===== src/rtl/instruction_fetch.sv =====
// instruction_fetch: PC register plus IF/ID pipeline register.
// Drives the imem address and latches the returned instruction.
// Ports: clk, rst_n (sync, active low), stall, flush,
//   branch_taken/branch_target, jump/jump_index (redirects),
//   Add (imem address), Instr (imem data),
//   if_id_instr/if_id_pc_plus4/if_id_valid (to decode).
// Optional: IFETCH_MISALIGN_CHECK_EN adds sticky misalign_err.
module instruction_fetch #(
  parameter logic [31:0] RESET_PC = 32'h0000_0000,
  parameter logic [31:0] NOP_WORD = 32'h0000_0000
) (
  input  logic        clk,
  input  logic        rst_n,
  input  logic        stall,
  input  logic        flush,
  input  logic        branch_taken,
  input  logic [31:0] branch_target,
  input  logic        jump,
  input  logic [25:0] jump_index,
  output logic [31:0] Add,
  input  logic [31:0] Instr,
  output logic [31:0] if_id_instr,
  output logic [31:0] if_id_pc_plus4,
`ifdef IFETCH_MISALIGN_CHECK_EN
  output logic        misalign_err,
`endif
  output logic        if_id_valid
);

  logic [31:0] pc_q, pc_d;
  logic [31:0] instr_q, instr_d;
  logic [31:0] pp4_q, pp4_d;
  logic        valid_q, valid_d;
  logic [31:0] pc_plus4;
  logic [31:0] br_tgt;
  logic [31:0] jmp_tgt;
  logic        redirect;

  assign pc_plus4 = pc_q + 32'd4;
  assign br_tgt   = {branch_target[31:2], 2'b00};
  // Jump region comes from the j instruction's own PC+4,
  // which is what IF/ID currently holds.
  assign jmp_tgt  = {pp4_q[31:28], jump_index, 2'b00};
  assign redirect = branch_taken | jump;

  always_comb begin
    pc_d = pc_plus4;
    if (branch_taken)
      pc_d = br_tgt;
    else if (jump)
      pc_d = jmp_tgt;
    else if (stall)
      pc_d = pc_q;
  end

  always_comb begin
    instr_d = Instr;
    pp4_d   = pc_plus4;
    valid_d = 1'b1;
    if (redirect || flush) begin
      instr_d = NOP_WORD;
      pp4_d   = 32'd0;
      valid_d = 1'b0;
    end else if (stall) begin
      instr_d = instr_q;
      pp4_d   = pp4_q;
      valid_d = valid_q;
    end
  end

  always_ff @(posedge clk) begin
    if (!rst_n) begin
      pc_q    <= RESET_PC;
      instr_q <= NOP_WORD;
      pp4_q   <= 32'd0;
      valid_q <= 1'b0;
    end else begin
      pc_q    <= pc_d;
      instr_q <= instr_d;
      pp4_q   <= pp4_d;
      valid_q <= valid_d;
    end
  end

`ifdef IFETCH_MISALIGN_CHECK_EN
  logic err_q, err_d;

  assign err_d = err_q |
                 (branch_taken & (branch_target[1:0] != 2'b00));

  always_ff @(posedge clk) begin
    if (!rst_n)
      err_q <= 1'b0;
    else
      err_q <= err_d;
  end

  assign misalign_err = err_q;
`endif

  assign Add            = pc_q;
  assign if_id_instr    = instr_q;
  assign if_id_pc_plus4 = pp4_q;
  assign if_id_valid    = valid_q;

endmodule

===== config.mk =====
export PLATFORM = sky130hd
export DESIGN_NAME = instruction_fetch
export DESIGN_NICKNAME = d
export VERILOG_FILES = /design/src/rtl/instruction_fetch.sv
export SDC_FILE = /design/constraint.sdc
export NUM_CORES = 1
export LEC_CHECK = 0
export CORE_UTILIZATION = 35
export CTS_CLUSTER_DIAMETER = 100
export CTS_CLUSTER_SIZE = 40
export DETAILED_ROUTE_END_ITERATION = 10
export PLACE_DENSITY_LB_ADDON = 0.12
export SETUP_SLACK_MARGIN = 0.4
export SLEW_MARGIN = 10
export SYNTH_ARGS = -nofsm -noshare
export SYNTH_HDL_FRONTEND = slang
export SYNTH_SLANG_ARGS = --single-unit

===== constraint.sdc =====
create_clock -name clk -period 2.22 [get_ports clk]
set_clock_uncertainty 0.2 [all_clocks]
set_input_delay 0.444 -clock clk [delete_from_list [all_inputs] [get_ports clk]]
set_output_delay 0.444 -clock clk [all_outputs]
set_load 0.05 [all_outputs]

==> flow_summary.json, run 1 <==
{
  "status": "complete, no violations",
  "grt_pass1_wl_um": 25820,
  "firstDrtPassIters": 5,
  "setup_violations": 0,
  "holdCritPathClass": "flop to flop",
  "drc": 0,
  "drive_gt1_frac": 0.3867,
  "initial_utilization": 0.3619,
  "nets": 904,
  "fin_crit_ns": 2.044,
  "overflow": 0,
  "ys_types": 60,
  "synth_most_common_cell": "dfxtp_1",
  "syn_inst": 556,
  "syn_area_um2": 4623,
  "avgSynthCellArea_um2": 8.315,
  "synth_top_area_frac": 0.4027,
  "cts_tree": "done",
  "ys.warnings.count": 0,
  "vias_per_cell": 5.402,
  "synth-async-reset-ratio": 0,
  "grt_pass1_vias": 5139,
  "clk_pin_slew_ns": 0.07,
  "grt_usage": 0.2498,
  "coreArea_um2": 12770,
  "min_period_over_period": 0.9206,
  "yosysSeqAreaShare": 0.4027,
  "htree_levels": 3,
  "critPathSlowestCell": "or4_4",
  "hold_slack_ns": 0.2697,
  "maxCapViolCount": 0,
  "detail_route.iter0.violations": 268,
  "ant_nets": 0,
  "critPathBufInv": 0,
  "cp-start-kind": "flop",
  "synth_area_leader_cell": "dfxtp_1",
  "crit_path_max_fanout": 4,
  "p_per_area_nw_per_um2": 540.1,
  "cpLargestDelayFamily": "simple AND/OR/NAND/NOR gates",
  "numPortBuffers": 186,
  "finalWeightedCongestion": 0.8773,
  "routed_wl_um": 17550,
  "cp_cell_sequence": "ha_4, and3_4, nand4_1, or4_4, o221a_2",
  "setup_tns_ns": 0,
  "finalHoldViolations": 0,
  "root_buffer": "clkbuf_16",
  "dr_total_vias": 5316,
  "pre_cts_slack_ns": -0.08889,
  "antenna_found_initial": 0,
  "io_pins": 193,
  "cp.depth": 5,
  "die_area_um2": 13670,
  "die_h_um": 116.9,
  "postCtsHoldBufs": 0,
  "rows": 41,
  "numCtsBuffers": 9,
  "slowest_delay_ns": 0.59,
  "synth_edf_count": 0,
  "grt_max_degree": 40,
  "crit_type": "flop to flop",
  "die_w_um": 116.9,
  "setup.worst_path.end_class": "flop",
  "slew_violations": 0,
  "worstSkewPairLatency_ns": 0.34,
  "p_leak_nw": 3.302,
  "areaGrowthSynthToFinish_pct": 75.02,
  "fillers": 1064,
  "whs_path_depth": 1,
  "final.setup.worst_slack_ns": 0.1763,
  "synth-seq-cells": 93,
  "crit_arrival_ns": 2.07,
  "synth_area_leaders": "dfxtp_1 40%, mux2i_1 8.2%, nor2_1 5.7%",
  "crit_required_ns": 2.25,
  "placed_cell_area_um2": 7028,
  "clock_sinks": 93,
  "rsz0062_at_grt": "yes",
  "wl_per_cell_um": 17.83,
  "synth_top_flop_cell": "dfxtp_1",
  "hpwl_um": 12080,
  "max_freq_ghz": 0.4893,
  "num_antenna_cells": 0,
  "design_area_um2": 8092,
  "rr_worst_depth": 5,
  "ir_worst_vdd_mv": 0.4538,
  "cts_buffer_depth": 2,
  "synthTopCellsByCount": "93 x dfxtp_1, 70 x nor2_1, 46 x a21oi_1"
}
-- registers in the layout, indices dropped and copies added, names as in the netlist --
register        flops
if_id_valid         1
if_id_pc_plus4     30
Add                30
if_id_instr        32
-- through the flow --
| step | power (mW) | std cells | util |
|---|---|---|---|
| floorplan | 2.333 | 559 | - |
| global placement | 2.699 | 915 | 0.5502 |
| detailed placement | 2.710 | 915 | 0.5502 |
| CTS | 4.356 | 963 | 0.6119 |
| global route | 4.516 | 984 | 0.6335 |
| finish | 4.370 | 984 | 0.6335 |
-- routing by layer --
layer	part of all wire	up-vias	GRT usage
met5	0	-	0
met4	0.031	0	0.1173
met3	0.071	36	0.04583
met2	0.49	241	0.4379
met1	0.41	2539	0.2956
li1	-	2500	-
-- cells in the final DEF, fill, tap and decap left out, types with 4 or more instances in the layout --
master           synthesis  final
nor3_4                   0      7
clkbuf_8                 0      4
a21oi_1                 46     40
xor2_1                  12     11
nor2_1                  70     62
dfxtp_4                  0     24
a22oi_1                  7      5
nand2_1                 29     27
nand4_1                 10     10
o21ai_0                 43     35
nor3_1                  20      9
nor4_2                   1      4
a211oi_1                 5      4
o211ai_1                 6      6
clkdlybuf4s50_1          0     89
clkdlybuf4s15_2          0     38
buf_6                    2      8
nor3_2                   0      4
buf_12                   0      6
nor4_4                   1      5
a21oi_2                  0      6
buf_2                    2      6
dfxtp_1                 93     66
clkbuf_16                0     10
o22ai_1                  6      5
buf_4                    4    122
clkbuf_2                 0     14
nor2_4                   0      6
o221ai_1                 5      5
inv_1                   10      9
o21ai_1                  0      7
nand3_1                 14     12
xnor2_1                 19     16
conb_1                   1      4
mux2i_1                 38     38
-- power by group --
| group | switching (mW) | leakage [nW] | total (mW) | internal (mW) |
|---|---|---|---|---|
| Combinational | 0.548 | 2.37 | 0.992 | 0.444 |
| Clock | 0.641 | 0.158 | 1.60 | 0.956 |
| Sequential | 0.0642 | 0.773 | 1.78 | 1.72 |
-- repair_timing --
action	4_1_cts	5_1_grt
setup endpoints to repair	134	79
setup buffers	31	20
cloned	1	1
resized for setup	189	69
pin swaps	24	28
-- path summary, 6_finish.rpt --
| kind | from | endpoint | slack [ns] |
|---|---|---|---|
| min reg2reg | if_id_valid | if_id_valid | 0.27 |
| min | if_id_valid | if_id_valid | 0.27 |
| max reg2reg | Add[2] | Add[30] | 0.18 |
| max | Add[2] | Add[30] | 0.18 |
-- cells by family after synthesis --
group / Yosys count / share of synthesized area
DFF: 93 / 0.4027
adders and majority gates: 1 / 0.002706
muxes: 39 / 0.08471
and+or+nand+nor: 189 / 0.2068
other: 1 / 0.0008111
AOI/OAI and AO/OA: 141 / 0.1870
xor gates and xnor gates: 31 / 0.05873
buffers and inverters: 61 / 0.05656
-- worst reg2reg max path, stage by stage (launching register included) --
cell	delay, ns
dfxtp_4	0.39
ha_4	0.15
and3_4	0.18
nand4_1	0.15
or4_4	0.59
o221a_2	0.28
-- cell type report --
type                            instances  area [um2]  share of cell area
Inverter                               11       45.04            0.005567
Tap cell                              172       215.2             0.02660
Sequential cell                        93        1956              0.2417
Clock inverter                          1       8.758            0.001082
Timing Repair Buffer                  287        2606              0.3221
Clock buffer                           15       309.0             0.03819
Multi-Input combinational cell        405        2952              0.3648
Power figures use the tool's default switching activity.
==> inputs of run 2 (changes only) <==
- clock period: 2.22 -> 2.4 ns (I/O delays scaled with it)
==> flow_summary.json, run 2 (synthesized netlist as in run 1, its figures left out) <==
{
  "ir_worst_vdd_mv": 0.2898,
  "numPortBuffers": 186,
  "rows": 41,
  "dr_total_vias": 5108,
  "relSlewSlack": 0.6438,
  "p_leak_nw": 3.282,
  "utilization": 0.5999,
  "slowest_delay_ns": 0.52,
  "coreArea_um2": 12770,
  "tightest_slew_ns": 0.5364,
  "wl_per_cell_um": 17.76,
  "slew_violations": 0,
  "worstSkewPairLatency_ns": 0.35,
  "cts_buffer_depth": 2,
  "ant_nets": 0,
  "mostFrequentLayoutCells": "90 x clkdlybuf4s50_1, 79 x dlygate4sd2_1, 69 x buf_4",
  "rsz0062_at_grt": "yes",
  "hpwl_um": 12170,
  "die_area_um2": 13670,
  "die_w_um": 116.9,
  "hold_slack_ns": 0.2639,
  "finalWeightedCongestion": 0.8630,
  "num_antenna_cells": 0,
  "fin_crit_ns": 2.077,
  "die_h_um": 116.9,
  "min_period_over_period": 0.8653,
  "largest_reg_flops": 32,
  "grt_pass1_vias": 4812,
  "final_common_cell": "clkdlybuf4s50_1",
  "cpLargestDelayFamily": "simple AND/OR/NAND/NOR gates",
  "root_buffer": "clkbuf_16",
  "grt_usage": 0.2470,
  "grt_max_degree": 40,
  "antenna_found_initial": 0,
  "areaGrowthSynthToFinish_pct": 65.74,
  "routed_wl_um": 17110,
  "clk_pin_slew_ns": 0.07,
  "initial_utilization": 0.3619,
  "cp_cell_sequence": "nand4_4, buf_6, or4_4, or4_4, a21oi_2, o21a_1",
  "placed_cell_area_um2": 7008,
  "p_per_area_nw_per_um2": 519.2,
  "finalHoldViolations": 0,
  "design_area_um2": 7662,
  "path_common_cell": "or4_4",
  "crit_arrival_ns": 2.18,
  "nets": 883,
  "cp-start-kind": "flop",
  "vias_per_cell": 5.304,
  "clock_sinks": 93,
  "setup.worst_path.end_class": "flop",
  "crit_required_ns": 2.50,
  "critPathSlowestCell": "or4_4",
  "detail_route.iter0.violations": 406,
  "io_pins": 193,
  "crit_path_max_fanout": 4,
  "overflow": 0,
  "drc": 0,
  "firstDrtPassIters": 5,
  "grt_pass1_wl_um": 25250,
  "maxCapViolCount": 0,
  "numCtsBuffers": 9,
  "htree_levels": 3,
  "status": "complete, no violations",
  "max_freq_ghz": 0.4815,
  "cts_tree": "done",
  "crit_type": "flop to flop",
  "holdCritPathClass": "flop to flop",
  "drive_gt1_frac": 0.2314,
  "critPathBufInv": 1,
  "final.setup.worst_slack_ns": 0.3234,
  "pre_cts_slack_ns": -0.01837,
  "setup_violations": 0,
  "finalPower_mw": 3.978
}
-- run 2: final cells by class --
type	count	area [um2]
clock buffers	9	225.2
inverters	11	41.29
multi-input cells	405	2768
clock inverters	7	71.32
well taps	172	215.2
repair buffers	266	2386
fillers	1129	5111
flip-flops and latches	93	1956
-- run 2: worst register-to-register path: cells and delay by family (launching register included) --
family	cells	cell delay, ns
flops	1	0.37
buf+inv	1	0.14
simple gates	3	1.07
compound gates	2	0.25
-- run 2: per-layer routing --
layer  part of all wire  wire length, um  track usage  vias up
met5                  0                0            0        -
met4              0.032              548       0.1215        0
met3              0.067             1142      0.04222       38
met2               0.47             8117       0.4024      202
met1               0.43             7298       0.3166     2426
li1                   -                -            -     2442
-- run 2: repair_timing --
action                     4_1_cts  5_1_grt
cloned                           0        2
hold buffers                     0        0
gates resized for setup        119       47
buffers inserted                23       11
setup endpoints to repair      117       66
pin swaps                       16       10
-- run 2: path summary, 6_finish.rpt --
path / from / to / slack [ns] / cells after the start
setup / recovery: Add[4] / Add[29] / 0.32 / 6
hold / removal: if_id_pc_plus4[7] / if_id_pc_plus4[7] / 0.26 / 2
setup reg to reg: Add[4] / Add[29] / 0.32 / 6
hold reg to reg: if_id_pc_plus4[7] / if_id_pc_plus4[7] / 0.26 / 2
-- run 2: power breakdown --
group,switching [mW],leakage [nW],internal [mW],total (mW)
sequential,0.0667,0.773,1.59,1.65
combinational,0.478,2.37,0.377,0.855
clock,0.658,0.140,0.810,1.47
-- run 2: stage by stage --
step / TNS (ns) / instances
2_1_floorplan: 0 / 559
3_3_place_gp: -0.02956 / 911
3_5_place_dp: -0.03767 / 911
4_1_cts: 0 / 950
5_1_grt: 0 / 963
6_report: 0 / 963
==> inputs of run 3 (changes only) <==
- CTS_CLUSTER_SIZE: 40 -> 16
- clock period: 2.4 -> 2.5 ns (I/O delays scaled with it)
==> flow_summary.json, run 3 (synthesized netlist as in run 1, its figures left out) <==
{
  "status": "complete, no violations",
  "reg2reg_from": "Add[2]",
  "holdCritPathClass": "flop to flop",
  "die_area_um2": 13670,
  "crit_type": "flop to flop",
  "initial_utilization": 0.3619,
  "vias_per_cell": 5.273,
  "p_per_area_nw_per_um2": 517.6,
  "grt_pass1_vias": 4618,
  "dr_total_vias": 4920,
  "fillers": 1183,
  "rr_worst_depth": 5,
  "numCtsBuffers": 9,
  "rows": 41,
  "routed_wl_um": 16210,
  "largest_reg_flops": 32,
  "hold_slack_ns": 0.2631,
  "wl_per_cell_um": 17.37,
  "fin_cells": 933,
  "pre_cts_slack_ns": -0.02557,
  "p_leak_nw": 3.119,
  "worstSkewPairLatency_ns": 0.35,
  "drc": 0,
  "die_w_um": 116.9,
  "cpLargestDelayFamily": "simple AND/OR/NAND/NOR gates",
  "slowest_delay_ns": 0.61,
  "htree_levels": 3,
  "detail_route.iter0.violations": 240,
  "hold-path-endpoint": "if_id_valid",
  "multi_input_area_um2": 2670,
  "relSlewSlack": 0.6376,
  "grt_pass1_wl_um": 24730,
  "maxCapViolCount": 0,
  "met3WireLength_um": 1278,
  "crit_path_max_fanout": 4,
  "slew_violations": 0,
  "crit_required_ns": 2.54,
  "min_period_over_period": 0.8464,
  "cp_cell_sequence": "ha_4, and3_4, nand4_1, or4_4, o221a_4",
  "fin_crit_ns": 2.116,
  "mostFrequentLayoutCells": "91 x clkdlybuf4s50_1, 89 x dlygate4sd2_1, 67 x nor2_1",
  "cp-start-kind": "flop",
  "die_h_um": 116.9,
  "root_buffer": "clkbuf_16",
  "clock_sinks": 93,
  "clk_pin_slew_ns": 0.06,
  "finalWeightedCongestion": 0.9095,
  "tightest_slew_ns": 0.5457,
  "highest_layer": "met4",
  "grt_usage": 0.2408,
  "ir_worst_vdd_mv": 0.2941,
  "finalHoldViolations": 0,
  "setup_violations": 0,
  "rsz0062_at_grt": "yes",
  "whs_path_depth": 1,
  "drive_gt1_frac": 0.1721,
  "critPathBufInv": 0,
  "grt_max_degree": 45,
  "final_common_cell": "clkdlybuf4s50_1",
  "hpwl_um": 11850,
  "setup_tns_ns": 0,
  "route.met2.wl_um": 7658,
  "utilization": 0.5765,
  "ant_nets": 0,
  "num_antenna_cells": 0,
  "antenna_found_initial": 0,
  "crit_arrival_ns": 2.16,
  "setup.worst_path.end_class": "flop",
  "cts_tree": "done",
  "dp.cells": 905,
  "nets": 854,
  "final.setup.worst_slack_ns": 0.3841,
  "coreArea_um2": 12770,
  "areaGrowthSynthToFinish_pct": 59.27,
  "firstDrtPassIters": 5,
  "max_freq_ghz": 0.4726,
  "cts_buffer_depth": 2,
  "reg2reg_slack_ns": 0.38,
  "overflow": 0,
  "r2r_end": "Add[30]",
  "hp-start": "if_id_valid",
  "critPathSlowestCell": "or4_4",
  "numPortBuffers": 186,
  "regArea_um2": 1943,
  "met1_length_um": 6950,
  "io_pins": 193
}
==> run 3: where the power goes <==
part	switching, mW	total (mW)	internal, mW
clock network	0.590	1.44	0.853
logic	0.428	0.759	0.332
registers	0.0811	1.61	1.53
total	1.10	3.81	2.71
==> run 3: area by class of cell <==
type,instances,area share
multi-input combinational,405,0.3626
clock buffer,14,0.04180
timing repair buffer,237,0.2955
inverter,11,0.006117
sequential,93,0.2639
tap,172,0.02923
clock inverter,1,0.0008496
==> run 3: per-layer routing <==
| layer | track usage | vias to the layer above |
|---|---|---|
| li1 | - | 2381 |
| met1 | 0.2960 | 2318 |
| met2 | 0.4012 | 200 |
| met3 | 0.06746 | 21 |
| met4 | 0.09030 | 0 |
| met5 | 0 | - |
==> run 3: repair_timing <==
action / in CTS / in global routing
pin swaps: 8 / 7
buffers inserted: 7 / 6
hold buffers: 0 / 0
endpoints found under the setup margin: 109 / 46
resized for setup: 102 / 30
==> run 3: worst max path at each step <==
stage / from / endpoint / depth (start not counted)
2_1_floorplan: Add[21] / Add[30] / 5
3_3_place_gp: branch_taken / if_id_pc_plus4[31] / 5
3_5_place_dp: branch_taken / if_id_pc_plus4[31] / 5
4_1_cts: Add[2] / Add[31] / 6
5_1_grt: Add[2] / Add[28] / 7
6_report: Add[2] / Add[30] / 5
==> run 3: through the flow <==
step	power [mW]	cell area, um2
3_3_place_gp	2.390	6920
2_1_floorplan	2.053	4775
4_1_cts	3.832	7216
3_5_place_dp	2.400	6920
5_1_grt	3.960	7363
6_report	3.812	7363
